`config.mk`:
```
export PLATFORM = sky130hd
export DESIGN_NAME = systolic_pe_dp
export DESIGN_NICKNAME = d
export VERILOG_FILES = /design/src/rtl/systolic_pkg.sv /design/src/rtl/pe_dot_lanes.sv /design/src/rtl/systolic_pe_dp.sv
export SDC_FILE = /design/constraint.sdc
export NUM_CORES = 1
export LEC_CHECK = 0
export CORE_MARGIN = 4
export CORE_UTILIZATION = 45
export DETAILED_ROUTE_END_ITERATION = 8
export PLACE_DENSITY = 0.69
export SLEW_MARGIN = 20
export SYNTH_ARGS = -nofsm -noshare
export SYNTH_HDL_FRONTEND = slang
export SYNTH_SLANG_ARGS = --single-unit
```
`constraint.sdc`:
```
create_clock -name clk -period 5.8 [get_ports clk]
set_clock_uncertainty 0.05 [all_clocks]
set_input_delay 1.16 -clock clk [delete_from_list [all_inputs] [get_ports clk]]
set_output_delay 1.16 -clock clk [all_outputs]
set_load 0.05 [all_outputs]
```
`src/rtl/systolic_pkg.sv`:
```
// systolic_pkg: shared types and saturating add for the systolic PE family.
package systolic_pkg;
    typedef enum logic [1:0] {
        W_EMPTY   = 2'b00,
        W_SHD     = 2'b01,
        W_ACT     = 2'b10,
        W_ACT_SHD = 2'b11
    } wstate_e;

    localparam int ERR_SWAP = 0;
    localparam int ERR_COLL = 1;
    localparam int ERR_SAT  = 2;
    localparam int SAT_W    = 64;

    typedef struct packed {
        logic signed [SAT_W-1:0] sum;
        logic                    ovf;
    } sat_t;

    // Operands must already lie in the signed w-bit range; the sum is clamped to it.
    function automatic sat_t sat_add(input logic signed [SAT_W-1:0] a,
                                     input logic signed [SAT_W-1:0] b,
                                     input int unsigned w);
        logic signed [SAT_W-1:0] s, hi;
        sat_t r;
        s = a + b;
        hi = $signed((SAT_W'(1) << (w - 1)) - SAT_W'(1));
        r.ovf = s > hi || s < ~hi;
        r.sum = r.ovf ? (s > hi ? hi : ~hi) : s;
        return r;
    endfunction
endpackage

```
`src/rtl/pe_dot_lanes.sv`:
```
// pe_dot_lanes: combinational LANES-wide signed dot product at full precision.
module pe_dot_lanes #(
    parameter int BW_ACT = 8,
    parameter int BW_WET = 8,
    parameter int LANES  = 1,
    parameter int DW     = BW_ACT + BW_WET + $clog2(LANES)
) (
    input  logic [LANES*BW_ACT-1:0] act,
    input  logic [LANES*BW_WET-1:0] wet,
    output logic signed [DW-1:0]    dot
);
    localparam int PW = BW_ACT + BW_WET;

    logic signed [PW-1:0] prod [LANES];

    always_comb begin
        dot = '0;
        for (int l = 0; l < LANES; l++) begin
            prod[l] = PW'($signed(act[l*BW_ACT +: BW_ACT])) * PW'($signed(wet[l*BW_WET +: BW_WET]));
            dot = dot + DW'(prod[l]);
        end
    end
endmodule

```
`src/rtl/systolic_pe_dp.sv`:
```
// systolic_pe_dp: weight-stationary dot-product PE with double-buffered weights
// sharing the vertical psum path, plus sticky error flags.
module systolic_pe_dp
    import systolic_pkg::*;
#(
    parameter int BW_ACT    = 8,
    parameter int BW_WET    = 8,
    parameter int BW_ACCU   = 32,
    parameter int LANES     = 1,
    parameter int FIRST_ROW = 0,
    parameter int SATURATE  = 0
) (
    input  logic                    clk,
    input  logic                    reset_n,
    input  logic                    pe_valid_i,
    input  logic [LANES*BW_ACT-1:0] pe_act_i,
    input  logic [BW_ACCU-1:0]      pe_above_i,
    input  logic                    pe_wload_i,
    input  logic                    pe_wswap_i,
    input  logic                    pe_wclear_i,
    input  logic                    pe_err_clr_i,
    output logic [LANES*BW_ACT-1:0] pe_act_o,
    output logic                    pe_valid_o,
    output logic [BW_ACCU-1:0]      pe_below_o,
    output logic                    pe_below_vld_o,
    output logic                    pe_wload_o,
    output logic [2:0]              pe_err_o
);
    localparam int WW = LANES * BW_WET;
    localparam int DW = BW_ACT + BW_WET + $clog2(LANES);

    wstate_e                 wst;
    logic [WW-1:0]           w_act, w_shd;
    logic signed [DW-1:0]    dot;
    logic signed [SAT_W-1:0] seed;
    sat_t                    add;
    logic [BW_ACCU-1:0]      mac;
    logic [2:0]              err_set;
    logic                    act_vld, shd_vld, swap_ok;

    pe_dot_lanes #(.BW_ACT(BW_ACT), .BW_WET(BW_WET), .LANES(LANES), .DW(DW)) u_dot (
        .act(pe_act_i),
        .wet(w_act),
        .dot(dot)
    );

    assign act_vld = wst[1];
    assign shd_vld = wst[0];
    assign swap_ok = pe_wswap_i & shd_vld;
    assign seed    = FIRST_ROW != 0 ? '0 : SAT_W'($signed(pe_above_i));
    assign add     = sat_add(seed, SAT_W'(dot), BW_ACCU);
    assign mac     = SATURATE != 0 ? add.sum[BW_ACCU-1:0] : BW_ACCU'(seed + SAT_W'(dot));

    always_comb begin
        err_set           = '0;
        err_set[ERR_SWAP] = pe_wswap_i & ~shd_vld & ~pe_wclear_i;
        err_set[ERR_COLL] = pe_valid_i & pe_wload_i;
        err_set[ERR_SAT]  = SATURATE != 0 && pe_valid_i && !pe_wload_i && add.ovf;
    end

    // Swap reads the old shadow before a same-cycle load overwrites it.
    always_ff @(posedge clk or negedge reset_n) begin
        if (!reset_n) begin
            wst   <= W_EMPTY;
            w_act <= '0;
            w_shd <= '0;
        end else if (pe_wclear_i) begin
            wst   <= W_EMPTY;
            w_act <= '0;
            w_shd <= '0;
        end else begin
            if (swap_ok) w_act <= w_shd;
            if (pe_wload_i) w_shd <= pe_above_i[WW-1:0];
            wst <= wstate_e'({act_vld | swap_ok, pe_wload_i | (shd_vld & ~swap_ok)});
        end
    end

    always_ff @(posedge clk or negedge reset_n) begin
        if (!reset_n) begin
            pe_act_o       <= '0;
            pe_valid_o     <= 1'b0;
            pe_below_o     <= '0;
            pe_below_vld_o <= 1'b0;
            pe_wload_o     <= 1'b0;
            pe_err_o       <= '0;
        end else begin
            if (pe_valid_i) pe_act_o <= pe_act_i;
            pe_valid_o     <= pe_valid_i;
            pe_wload_o     <= pe_wload_i;
            pe_below_o     <= pe_wload_i ? pe_above_i : pe_valid_i ? mac : '0;
            pe_below_vld_o <= pe_valid_i & ~pe_wload_i;
            pe_err_o       <= (pe_err_o & ~{3{pe_err_clr_i}}) | err_set;
        end
    end
endmodule

```
==> results of run 1 <==
## power breakdown
| group | internal, mW | switching [mW] | total, mW |
|---|---|---|---|
| Sequential | 0.475 | 0.0188 | 0.494 |
| Clock | 0.307 | 0.228 | 0.535 |
| Combinational | 0.359 | 0.443 | 0.801 |
| Total | 1.14 | 0.689 | 1.83 |
## path summary, 6_finish.rpt
path                       slack, ns                       end
max                             0.13  pe_below_o[28]$_DFF_PN0_
min                             0.45     pe_err_o[2]$_DFF_PN0_
max reg2reg                     0.44  pe_below_o[28]$_DFF_PN0_
min reg2reg                     0.45     pe_err_o[2]$_DFF_PN0_
max in group asynchronous       4.20  pe_below_o[31]$_DFF_PN0_
min in group asynchronous       0.96   pe_below_o[2]$_DFF_PN0_
## layout by cell type (no fill, tap or decap), types with 8 or more instances in the layout
master	count
sky130_fd_sc_hd__nand2_1	65
sky130_fd_sc_hd__a21o_1	12
sky130_fd_sc_hd__o211ai_1	9
sky130_fd_sc_hd__ha_4	10
sky130_fd_sc_hd__a22o_1	8
sky130_fd_sc_hd__fa_1	128
sky130_fd_sc_hd__clkdlybuf4s50_1	75
sky130_fd_sc_hd__and2_1	30
sky130_fd_sc_hd__inv_1	91
sky130_fd_sc_hd__fa_2	8
sky130_fd_sc_hd__xnor2_1	13
sky130_fd_sc_hd__nand3_1	18
sky130_fd_sc_hd__dfrtp_1	63
sky130_fd_sc_hd__clkbuf_16	9
sky130_fd_sc_hd__a21oi_1	34
sky130_fd_sc_hd__nand4_1	9
sky130_fd_sc_hd__a21oi_2	8
sky130_fd_sc_hd__o21ai_0	19
sky130_fd_sc_hd__mux2i_1	8
sky130_fd_sc_hd__ha_1	57
sky130_fd_sc_hd__mux2_2	9
sky130_fd_sc_hd__nor2_1	20
sky130_fd_sc_hd__buf_4	150
## state kept, by name, indices dropped and copies added (netlist names)
register / flops
pe_act_o: 8
pe_below_o: 32
pe_below_vld_o: 1
pe_err_o: 3
pe_valid_o: 1
pe_wload_o: 1
w_act: 8
w_shd: 8
wst: 1
## synthesized netlist by cell type, types with 2 or more instances
library cell | instances | area [um^2]
sky130_fd_sc_hd__fa_1 | 136 | 2720
sky130_fd_sc_hd__inv_1 | 98 | 368
sky130_fd_sc_hd__ha_1 | 70 | 876
sky130_fd_sc_hd__nand2_1 | 68 | 255
sky130_fd_sc_hd__dfrtp_1 | 63 | 1580
sky130_fd_sc_hd__a21oi_1 | 41 | 205
sky130_fd_sc_hd__and2_1 | 33 | 206
sky130_fd_sc_hd__o21ai_0 | 27 | 135
sky130_fd_sc_hd__clkbuf_1 | 24 | 90.1
sky130_fd_sc_hd__nor2_1 | 22 | 82.6
sky130_fd_sc_hd__nand3_1 | 19 | 95.1
sky130_fd_sc_hd__xnor2_1 | 13 | 114
sky130_fd_sc_hd__a21o_1 | 12 | 90.1
sky130_fd_sc_hd__mux2_2 | 9 | 101
sky130_fd_sc_hd__nand4_1 | 9 | 56.3
sky130_fd_sc_hd__o211ai_1 | 9 | 67.6
sky130_fd_sc_hd__a22o_1 | 8 | 70.1
sky130_fd_sc_hd__mux2i_1 | 8 | 80.1
sky130_fd_sc_hd__nor2b_1 | 7 | 43.8
sky130_fd_sc_hd__nor3_1 | 7 | 35.0
sky130_fd_sc_hd__o21a_1 | 7 | 52.6
sky130_fd_sc_hd__or3_1 | 7 | 43.8
sky130_fd_sc_hd__xor2_1 | 6 | 52.6
sky130_fd_sc_hd__o31ai_1 | 5 | 37.5
sky130_fd_sc_hd__a211oi_1 | 4 | 30.0
sky130_fd_sc_hd__a32o_1 | 4 | 40.0
sky130_fd_sc_hd__buf_2 | 4 | 20.0
sky130_fd_sc_hd__nand2b_1 | 4 | 25.0
sky130_fd_sc_hd__a221o_1 | 3 | 30.0
sky130_fd_sc_hd__a31o_2 | 3 | 26.3
sky130_fd_sc_hd__a221o_2 | 2 | 22.5
sky130_fd_sc_hd__a31oi_1 | 2 | 12.5
sky130_fd_sc_hd__and4_1 | 2 | 17.5
sky130_fd_sc_hd__buf_1 | 2 | 7.51
sky130_fd_sc_hd__o21bai_1 | 2 | 15.0
sky130_fd_sc_hd__o41ai_1 | 2 | 17.5
## per-stage QoR
stage	hold slack [ns]	TNS, ns
final	0.453	0
after floorplan	0.436	-1.92
after CTS	0.458	0
after detailed placement	0.446	-12.32
after global routing	0.475	-0.0415
after global placement	0.439	-11.28
## worst reg2reg max path, stage by stage, from the launching register on
cell and delay (ns):
sky130_fd_sc_hd__dfrtp_1 0.56, sky130_fd_sc_hd__and2_4 0.25, sky130_fd_sc_hd__inv_2 0.04, sky130_fd_sc_hd__fa_1 0.48, sky130_fd_sc_hd__inv_1 0.06, sky130_fd_sc_hd__fa_1 0.48, sky130_fd_sc_hd__fa_1 0.57, sky130_fd_sc_hd__fa_1 0.45
sky130_fd_sc_hd__fa_1 0.56, sky130_fd_sc_hd__ha_4 0.21, sky130_fd_sc_hd__and3_4 0.17, sky130_fd_sc_hd__a221o_2 0.40, sky130_fd_sc_hd__a221oi_4 0.26, sky130_fd_sc_hd__a21oi_2 0.11, sky130_fd_sc_hd__mux2_4 0.30, sky130_fd_sc_hd__a221o_1 0.31
## metal layers
layer	share of wire [%]	vias up
li1	-	3009
met1	41	3249
met2	52	178
met3	4.8	37
met4	1.7	0
met5	0	-
## final cells by class
| cell class | instances | area [um^2] | share of cell area, % |
|---|---|---|---|
| Multi-Input combinational cell | 568 | 6080 | 56.3 |
| Timing Repair Buffer | 253 | 2200 | 20.4 |
| Sequential cell | 63 | 1580 | 14.6 |
| Inverter | 99 | 379 | 3.51 |
| Tap cell | 225 | 282 | 2.60 |
| Clock buffer | 10 | 239 | 2.21 |
| Clock inverter | 6 | 51.3 | 0.474 |
## what timing repair did
action                                  CTS  global route
gates cloned                              0             0
hold buffers                              0             0
gates resized for setup                  30            67
buffers inserted                          0             9
endpoints found under the setup margin   19            14
pin swaps                                11            21
## cells by family (layout without fill, tap and decap cells)
group                      Yosys count  after routing  share of synthesized area, %
adders and majority gates          206            206                          45.7
xor gates and xnor gates            19             19                          2.11
buffers and inverters              129            368                          6.21
muxes                               18             18                          2.49
and+or+nand+nor                    183            183                          11.4
AOI/OAI and AO/OA                  142            142                          12.1
DFF                                 63             63                          20.0
==> results.txt, run 1 <==
----------------------------------------------------
[Floorplanning]
  I/O pins ... 93
  Area of the die ... 19700 um^2
  Die Y-Extent ... 140 um
  Horizontal die dimension ... 140 um
  Core Area ... 17200 um^2
  Starting density of the core ... 45.7%
  Floorplan row count ... 48

[Placed design]
  Global placement routability congestion ... 0.903
  Placed Cells incl. Taps ... 1199
  Hpwl dp ... 17300 um
  IO buf count ... 92
  Area after detailed placement ... 10200 um^2
  Post-Place Worst Slack ... -0.729 ns

[Critical path]
  Required time at the worst-slack endpoint ... 5.97 ns
  WS Path Type ... primary input to register
  Most used cell, CP ... sky130_fd_sc_hd__fa_1
  Path length in cells of the critical path ... 15
  Origin of the worst setup path ... pe_act_i[1]
  Critical-path maximum fanout ... 4
  Critical path cell sequence ... dlygate4sd2_1, nand2_1, fa_1, fa_1, inv_2, fa_1, fa_1, fa_1, ha_4, and3_4, a221o_2, a221oi_4, a21oi_2, mux2_4, a221o_1
  Crit path max-delay cell type ... sky130_fd_sc_hd__fa_1
  Worst path top cell family by delay ... adder cells
  CP peak stage delay ... 0.56 ns
  Critical path buffers and inverters ... 2
  RR Startpoint ... w_act[0]$_DFFE_PN0P_
  Arrival time of data at the critical path endpoint ... 5.84 ns
  Category of the worst setup path capture point ... register
  Depth of the worst register-to-register path ... 15
  Kind of start point of the critical path ... primary input

[STA]
  Hold Fails Final Rpt ... 0
  Fin crit period ... 5.67 ns
  Max-Slew Margin vs Limit ... 44.4%
  Worst Tran Pin Value ... 0.833 ns
  Number of max-slew violations in the final report ... 0
  Final cycle utilization of the critical path ... 97.8%
  # setup viols final ... 0
  Peak clock frequency supported by timing ... 176 MHz
  Setup slack of the critical path after layout ... 0.126 ns

[Clocking]
  Clk sinks ... 63
  Clock tree from TritonCTS ... built
  Number of buffers on the longest clock path ... 2
  TritonCTS Buffers ... 9
  Clock latency reported for the late side of the worst-skew pair ... 0.33 ns
  Root buf cell ... sky130_fd_sc_hd__clkbuf_16
  Number of H-tree levels ... 3
  Clock-pin slew on the worst setup and hold paths ... 0.06 ns

[Power and ir drop]
  Total Power Consumption ... 1.83 mW
  Peak supply drop ... 0.118 mV
  Leak ... 5.32 nW
  PwrDens ... 169 nW/um^2

[Yosys]
  Seq/Total Area, Yosys ... 20.0%
  Number of synthesis warnings ... 0
  Cell Area, Synth ... 7880 um^2
  Number of storage elements in the synthesis netlist ... 63
  Synth cell types ... 54
  Post-Syn Area per Cell ... 10.4 um^2
  Net count after synthesis ... 1013
  Most instantiated flip-flop cell in the synthesis netlist ... sky130_fd_sc_hd__dfrtp_1
  Async SR Flop Fraction ... 100%
  Synthesized instance count ... 760
  Number of enable-type register cells in the synthesized netlist ... 0

[Global routing]
  Grt met2 use ... 40.7%
  Largest net degree at the start of global routing ... 64
  GR Util All Layers ... 22.5%
  First-pass GRT wire length ... 35400 um
  Congestion Overflow GR ... 0
  Most Crowded Layer GR ... met2
  Antenna violations before repair ... 0
  Met3 Track Usage GR ... 3.82%
  Met1 Track Usage GR ... 27.8%
  Via count of the first global-routing pass ... 7091

[Detailed routing]
  Final routed wirelength across all metal layers ... 21300 um
  First DRT Iteration DRCs ... 300
  Count of vias placed by the detailed router ... 6473
  Routed len/inst ... 17.4 um
  Vias per cell ... 5.29
  Initial DRT Pass Iterations ... 5
  Antenna Violating Nets Remaining ... 0
  Final routed DRC violation total ... 0

[Layout]
  Post-route standard cell area excluding fillers ... 10800 um^2
  Total Nets Final ... 1247
  Proportion of layout cells with a drive suffix above 1 ... 26.0%
  Final-layout fill cell count ... 1392
  Syn-to-layout area delta ... 37.2%
  Post-layout utilization of the core ... 62.7%
  Number of antenna repair diodes ... 0
  Final Non-Filler Cells ... 1224

[Flow run]
  Number of maximum-capacitance violations ... 0

[Outcome]
  Status ... complete, no violations

[Min path]
  Path type of the worst min-delay path ... register to register
  Worst hold path depth ... 1
  Startpoint of the worst hold path ... pe_err_o[2]$_DFF_PN0_

----------------------------------------------------
(Power assumes the default switching activity.)
==> inputs of run 2 (changes only) <==
--- a/config.mk
+++ b/config.mk
@@ -8,7 +8,7 @@
 export CORE_MARGIN = 4
 export CORE_UTILIZATION = 45
 export DETAILED_ROUTE_END_ITERATION = 8
-export PLACE_DENSITY = 0.69
+export PLACE_DENSITY_LB_ADDON = 0.15
 export SLEW_MARGIN = 20
 export SYNTH_ARGS = -nofsm -noshare
 export SYNTH_HDL_FRONTEND = slang
==> run 2 against run 1 <==
  * Core utilization decreased by 0.087 points
  * Flip-flop and latch count unchanged
  * Sequential power hardly changed
  * Combinational power hardly changed
  * Non-clock buffer count is 9 lower
  * Worst hold slack worse by 0.0013 ns
  * Die area is the same
  * First-iteration DRC count increased by 35%
  * Count of clock-buffer cells in the layout stayed put
  * Final area fell by 0.14%
  * Worst setup slack lost 0.0086 ns
  * Critical endpoint is now pe_below_o[20]$_DFF_PN0_
  * Highest routed layer unchanged
==> results.txt, run 2 (synthesis results as in run 1) <==
----------------------------------------------------
[Outcome]
  Status ... complete, no violations

[STA]
  Setup slack of the critical path after layout ... 0.117 ns (-0.00865 ns)
  Final cycle utilization of the critical path ... 98.0% (+0.15 points)
  Peak clock frequency supported by timing ... 176 MHz (-0.15%)
  Fin crit period ... 5.68 ns (+0.00865 ns)
  Setup TNS ... 0 ns (unchanged)
  Hold Fails Final Rpt ... 0 (unchanged)
  Worst Tran Pin Value ... 0.823 ns (-0.0106 ns)
  Max-Slew Margin vs Limit ... 45.2% (+0.71 points)
  # setup viols final ... 0 (unchanged)
  Number of max-slew violations in the final report ... 0 (unchanged)

[Power and ir drop]
  Net switching power figure ... 677 uW (-1.8%)
  Part of the power in registers ... 26.0% (-1.0 points)
  Comb pwr share ... 42.1% (-1.7 points)
  Switching part of the total ... 35.7% (-2.0 points)
  PwrDens ... 176 nW/um^2 (+3.7%)
  Internal power summed over all cells ... 1.22 mW (+6.8%)
  Leak ... 5.33 nW (+0.14%)
  Clock power share ... 31.9% (+2.7 points)
  Peak supply drop ... 0.125 mV (+6.6%)

[Detailed routing]
  Count of vias placed by the detailed router ... 6455 (-0.28%)
  Initial DRT Pass Iterations ... 5 (unchanged)
  First DRT Iteration DRCs ... 405 (+35%)
  Final routed DRC violation total ... 0 (unchanged)
  Antenna Violating Nets Remaining ... 0 (unchanged)
  Vias per cell ... 5.31 (+0.46%)
  Final routed wirelength across all metal layers ... 21700 um (+2.0%)
  Routed len/inst ... 17.9 um (+2.8%)

[Critical path]
  Depth of the worst register-to-register path ... 14 (-1)
  Category of the worst setup path capture point ... register
  Most used cell, CP ... sky130_fd_sc_hd__fa_1
  Worst path top cell family by delay ... adder cells
  Arrival time of data at the critical path endpoint ... 5.86 ns (+0.02 ns)
  Critical-path maximum fanout ... 6 (+2)
  Critical path cell sequence ... buf_4, buf_6, buf_6, and2_1, ha_2, inv_1, fa_1, inv_2, fa_1, fa_1, fa_2, ha_4, and3_4, a221o_2, a221oi_4, a21boi_1, or3_1, a32o_1
  Path length in cells of the critical path ... 18 (+3)
  Origin of the worst setup path ... pe_act_i[1]
  WS Path Type ... primary input to register
  Crit path max-delay cell type ... sky130_fd_sc_hd__fa_2
  Critical path buffers and inverters ... 5 (+3)
  RR Startpoint ... w_act[3]$_DFFE_PN0P_
  Kind of start point of the critical path ... primary input
  Required time at the worst-slack endpoint ... 5.97 ns (about the same)
  CP peak stage delay ... 0.59 ns (+0.03 ns)

[Clocking]
  Clk sinks ... 63 (unchanged)
  Post-CTS Hold Buffers ... 0 (unchanged)
  Number of H-tree levels ... 3 (unchanged)
  Clock latency reported for the late side of the worst-skew pair ... 0.34 ns (about the same)
  Root buf cell ... sky130_fd_sc_hd__clkbuf_16
  Clock tree from TritonCTS ... built
  Clock-pin slew on the worst setup and hold paths ... 0.06 ns (about the same)
  Number of buffers on the longest clock path ... 2 (unchanged)
  TritonCTS Buffers ... 9 (unchanged)

[Layout]
  Final-layout fill cell count ... 1374 (-1.3%)
  Total Nets Final ... 1238 (-0.72%)
  Syn-to-layout area delta ... 37.0%
  Proportion of layout cells with a drive suffix above 1 ... 25.4% (-0.67 points)
  Most common library cell in the layout ignoring fill and taps ... sky130_fd_sc_hd__buf_4
  Top library cells by usage in the layout, fill and taps aside ... sky130_fd_sc_hd__buf_4 (141), sky130_fd_sc_hd__fa_1 (129), sky130_fd_sc_hd__inv_1 (90)
  Top reg by flops ... pe_below_o
  Post-layout utilization of the core ... 62.6% (-0.087 points)
  Number of antenna repair diodes ... 0 (unchanged)
  Flip-flop count of the largest register after layout ... 32 (unchanged)

[Floorplanning]
  Horizontal die dimension ... 140 um (unchanged)
  I/O pins ... 93 (unchanged)
  Die Y-Extent ... 140 um (unchanged)
  Floorplan row count ... 48 (unchanged)
  Core Area ... 17200 um^2 (unchanged)
  Starting density of the core ... 45.7% (unchanged)
  Area of the die ... 19700 um^2 (unchanged)

[Min path]
  Worst hold path depth ... 1 (unchanged)
  Startpoint of the worst hold path ... pe_act_o[1]$_DFFE_PN0P_
  Path type of the worst min-delay path ... register to register

[Placed design]
  Global placement routability congestion ... 0.954 (+5.6%)
  Post-Place Worst Slack ... -0.861 ns (-0.132 ns)
  Hpwl dp ... 17800 um (+2.5%)
  IO buf count ... 92 (unchanged)

[Global routing]
  GR Util All Layers ... 23.0% (+0.52 points)
  Largest net degree at the start of global routing ... 64 (unchanged)
  First-pass GRT wire length ... 36300 um (+2.7%)
  Via count of the first global-routing pass ... 7264 (+2.4%)
  Antenna violations before repair ... 0 (unchanged)
  Congestion Overflow GR ... 0 (unchanged)

[Flow run]
  Number of maximum-capacitance violations ... 0 (unchanged)

----------------------------------------------------
[run 2: cell types whose count changed in the layout (fill, tap and decap cells not counted), sizes merged]
| cell | delta |
|---|---|
| buf | -4 |
| clkbuf | -3 |
| inv | -3 |
| bufinv | +2 |
| clkdlybuf4s50 | -1 |
| clkinv | +1 |
| dlygate4sd2 | -1 |
[run 2: per-layer routing]
metal  part of all wire [%]  GRT usage [%]
met1                     41           28.8
met2                     53           41.8
met3                    3.8           3.18
met4                    2.0           5.97
met5                      0              0
[run 2: layout make-up]
cell class              count  area (um^2)  share of cell area, %
clock buffers              10          239                   2.21
repair buffers            244         2160                   20.0
multi-input cells         568         6060                   56.1
well taps                 225          282                   2.61
inverters                  99          379                   3.51
flip-flops and latches     63         1580                   14.6
clock inverters             6         93.8                  0.869
[run 2: path summary, 6_finish.rpt]
| path | to | slack, ns |
|---|---|---|
| min in group asynchronous | pe_below_o[2]$_DFF_PN0_ | 0.96 |
| setup reg to reg | pe_below_o[20]$_DFF_PN0_ | 0.38 |
| setup / recovery | pe_below_o[20]$_DFF_PN0_ | 0.12 |
| hold reg to reg | pe_act_o[1]$_DFFE_PN0P_ | 0.45 |
| hold / removal | pe_act_o[1]$_DFFE_PN0P_ | 0.45 |
| max in group asynchronous | pe_below_o[28]$_DFF_PN0_ | 4.21 |
[run 2: stage by stage]
step	power [mW]	std cells	area, um^2	hold WS (ns)
final	1.89	1215	10800	0.452
after global routing	2.00	1215	10800	0.476
after CTS	1.89	1213	10600	0.457
after detailed placement	1.27	1191	10200	0.443
after global placement	1.25	1191	10200	0.433
after floorplan	0.941	760	7960	0.436
[run 2: power by group through the flow]
stage | Combinational (mW) | Clock, mW | Sequential [mW]
global placement | 0.749 | 0 | 0.500
CTS | 0.782 | 0.614 | 0.493
global route | 0.867 | 0.635 | 0.497
detailed placement | 0.768 | 0 | 0.501
finish | 0.798 | 0.604 | 0.493
floorplan | 0.334 | 0 | 0.607
[run 2: repair_timing]
item	CTS	global route
pin swaps	23	22
resized for setup	66	47
setup buffers	6	2
setup endpoints to repair	21	10
==> inputs of run 3 (changes only) <==
--- a/config.mk
+++ b/config.mk
@@ -6,7 +6,7 @@
 export NUM_CORES = 1
 export LEC_CHECK = 0
 export CORE_MARGIN = 4
-export CORE_UTILIZATION = 45
+export CORE_UTILIZATION = 53
 export DETAILED_ROUTE_END_ITERATION = 8
 export PLACE_DENSITY_LB_ADDON = 0.15
 export SLEW_MARGIN = 20
==> run 3 against run 2 <==
  * Critical path depth decreased by 5
  * Non-clock buffer count increased by 4
  * Largest power group unchanged
  * Total power is 1.5% higher
  * Highest routed layer unchanged
  * Register-to-register slack lost 0.02 ns
  * Final cell count fell by 3.0%
  * Combinational power grew 2%
  * Core utilization up 11 points
==> results.txt, run 3 (synthesis results as in run 1) <==
----------------------------------------------------
[Detailed routing]
  Initial DRT Pass Iterations ... 5 (unchanged)
  Vias per cell ... 5.61 (+5.7%)
  Count of vias placed by the detailed router ... 6614 (+2.5%)
  Final routed wirelength across all metal layers ... 22500 um (+3.5%)
  Final routed DRC violation total ... 0 (unchanged)
  Antenna Violating Nets Remaining ... 0 (unchanged)
  First DRT Iteration DRCs ... 465 (+15%)
  Routed len/inst ... 19.1 um (+6.7%)

[STA]
  Max-Slew Margin vs Limit ... 46.2% (+1.1 points)
  Final cycle utilization of the critical path ... 98.2% (+0.18 points)
  # setup viols final ... 0 (unchanged)
  Hold Fails Final Rpt ... 0 (unchanged)
  Number of max-slew violations in the final report ... 0 (unchanged)
  Peak clock frequency supported by timing ... 176 MHz (-0.18%)
  Worst Tran Pin Value ... 0.807 ns (-0.0159 ns)
  Setup repair after global routing missed its margin ... yes
  Fin crit period ... 5.69 ns (+0.0103 ns)

[Critical path]
  RR Startpoint ... w_act[0]$_DFFE_PN0P_
  Arrival time of data at the critical path endpoint ... 5.88 ns (+0.02 ns)
  Depth of the worst register-to-register path ... 15 (+1)
  WS Path Type ... primary input to register
  Most used cell, CP ... sky130_fd_sc_hd__fa_1
  Kind of start point of the critical path ... primary input
  Crit path max-delay cell type ... sky130_fd_sc_hd__fa_1
  CP peak stage delay ... 0.59 ns (about the same)
  Required time at the worst-slack endpoint ... 5.99 ns (+0.02 ns)
  Critical path cell sequence ... clkdlybuf4s50_1, fa_1, fa_1, fa_1, fa_1, ha_1, ha_1, and3_4, a221o_2, a221oi_4, a21oi_2, mux2_4, a221o_1
  FF-to-FF setup slack ... 0.36 ns (-0.02 ns)
  Reg2reg end ... pe_below_o[28]$_DFF_PN0_
  Critical-path maximum fanout ... 4 (-2)
  Category of the worst setup path capture point ... register

[Outcome]
  Status ... complete, no violations

[Clocking]
  Number of H-tree levels ... 3 (unchanged)
  Clk sinks ... 63 (unchanged)
  TritonCTS Buffers ... 9 (unchanged)
  Clock-pin slew on the worst setup and hold paths ... 0.06 ns (about the same)
  Number of buffers on the longest clock path ... 2 (unchanged)
  Clock tree from TritonCTS ... built
  Clock latency reported for the late side of the worst-skew pair ... 0.35 ns (about the same)
  Post-CTS Hold Buffers ... 0 (unchanged)
  Root buf cell ... sky130_fd_sc_hd__clkbuf_16

[Layout]
  Top library cells by usage in the layout, fill and taps aside ... sky130_fd_sc_hd__buf_4 (144), sky130_fd_sc_hd__fa_1 (127), sky130_fd_sc_hd__inv_1 (89)
  Proportion of layout cells with a drive suffix above 1 ... 25.8% (+0.40 points)
  Number of antenna repair diodes ... 0 (unchanged)
  Post-route standard cell area excluding fillers ... 10700 um^2 (-0.66%)
  Area of the multi-input gates ... 6030 um^2 (-0.50%)
  Top reg by flops ... pe_below_o
  Total Nets Final ... 1242 (+0.32%)
  Syn-to-layout area delta ... 36.1%
  Final-layout fill cell count ... 1026 (-25%)
  Most common library cell in the layout ignoring fill and taps ... sky130_fd_sc_hd__buf_4
  Sequential cell area in the final layout ... 1580 um^2 (unchanged)
  Post-layout utilization of the core ... 73.8% (+11 points)
  Flip-flop count of the largest register after layout ... 32 (unchanged)

[Power and ir drop]
  Leak ... 5.29 nW (-0.79%)
  Peak supply drop ... 0.153 mV (+22%)
  PwrDens ... 179 nW/um^2 (+2.2%)

[Floorplanning]
  Die Y-Extent ... 130 um (-7.4%)
  Area of the die ... 16900 um^2 (-14%)
  Horizontal die dimension ... 130 um (-7.4%)
  I/O pins ... 93 (unchanged)
  Core Area ... 14500 um^2 (-16%)
  Floorplan row count ... 44 (-8.3%)
  Starting density of the core ... 54.2% (+8.5 points)

[Global routing]
  Via count of the first global-routing pass ... 7040 (-3.1%)
  Antenna violations before repair ... 0 (unchanged)
  GR Util All Layers ... 28.0% (+5.0 points)
  Largest net degree at the start of global routing ... 64 (unchanged)
  First-pass GRT wire length ... 36000 um (-0.95%)
  Congestion Overflow GR ... 0 (unchanged)

[Placed design]
  Hpwl dp ... 17800 um (+0.39%)
  Global placement routability congestion ... 0.977 (+2.5%)
  Area after detailed placement ... 10100 um^2 (-0.38%)
  IO buf count ... 92 (unchanged)

[Flow run]
  Number of maximum-capacitance violations ... 0 (unchanged)

[Min path]
  Path type of the worst min-delay path ... register to register
  Worst hold path endpoint ... pe_err_o[2]$_DFF_PN0_
  Startpoint of the worst hold path ... pe_err_o[2]$_DFF_PN0_
  Worst hold path depth ... 1 (unchanged)

----------------------------------------------------
-- run 3: cell type report --
cell class,count,area share (%)
inverters,99,3.53
clock buffers,10,2.23
well taps,184,2.15
repair buffers,248,20.3
multi-input cells,568,56.2
clock inverters,6,0.863
flip-flops and latches,63,14.7
-- run 3: critical path: cells and delay by family --
kind | cells | cell delay [ns]
AO/OA/AOI/OAI | 4 | 1.12
adder cells (fa/ha/maj) | 6 | 2.66
buffers and inverters | 1 | 0.49
multiplexers | 1 | 0.30
AND/OR/NAND/NOR | 1 | 0.15
-- run 3: how the worst max path moves through the flow --
stage	start	end	cells past startpoint
2_1_floorplan	pe_act_i[7]	pe_below_o[28]$_DFF_PN0_	16
3_3_place_gp	pe_act_i[7]	pe_below_o[20]$_DFF_PN0_	17
3_5_place_dp	pe_act_i[7]	pe_below_o[20]$_DFF_PN0_	17
4_1_cts	pe_act_i[5]	pe_below_o[16]$_DFF_PN0_	19
5_1_grt	pe_act_i[7]	pe_below_o[27]$_DFF_PN0_	17
6_report	pe_above_i[9]	pe_below_o[28]$_DFF_PN0_	13
-- run 3: routing by layer --
| metal | share of wire [%] | GRT usage (%) | wire [um] | vias up |
|---|---|---|---|---|
| li1 | - | - | - | 2994 |
| met1 | 41 | 36.0 | 9200 | 3381 |
| met2 | 52 | 48.8 | 11700 | 187 |
| met3 | 4.2 | 3.64 | 946 | 52 |
| met4 | 2.9 | 9.90 | 656 | 0 |
| met5 | 0 | 0 | 0 | - |
-- run 3: repair_timing --
item | CTS | global route
pin swaps | 19 | 24
setup endpoints to repair | 22 | 12
gates resized for setup | 54 | 46
cloned | 1 | 1
buffers inserted | 4 | 1
-- run 3: stage by stage --
| stage | power (mW) | hold WS [ns] | instances | setup slack [ns] | TNS [ns] |
|---|---|---|---|---|---|
| 6_report | 1.92 | 0.447 | 1178 | 0.107 | 0 |
| 5_1_grt | 2.02 | 0.472 | 1178 | -0.0140 | -0.0227 |
| 4_1_cts | 1.92 | 0.458 | 1176 | 0.000488 | 0 |
| 3_5_place_dp | 1.28 | 0.445 | 1155 | -0.911 | -14.94 |
| 3_3_place_gp | 1.27 | 0.441 | 1155 | -0.799 | -13.14 |
| 2_1_floorplan | 0.941 | 0.436 | 760 | -0.364 | -1.92 |
-- run 3: report_power, final --
group	leakage [nW]	total (mW)	internal [mW]	switching, mW
Sequential	0.796	0.493	0.475	0.0178
Combinational	4.34	0.811	0.361	0.451
Clock	0.155	0.620	0.390	0.230
Total	5.29	1.92	1.23	0.698
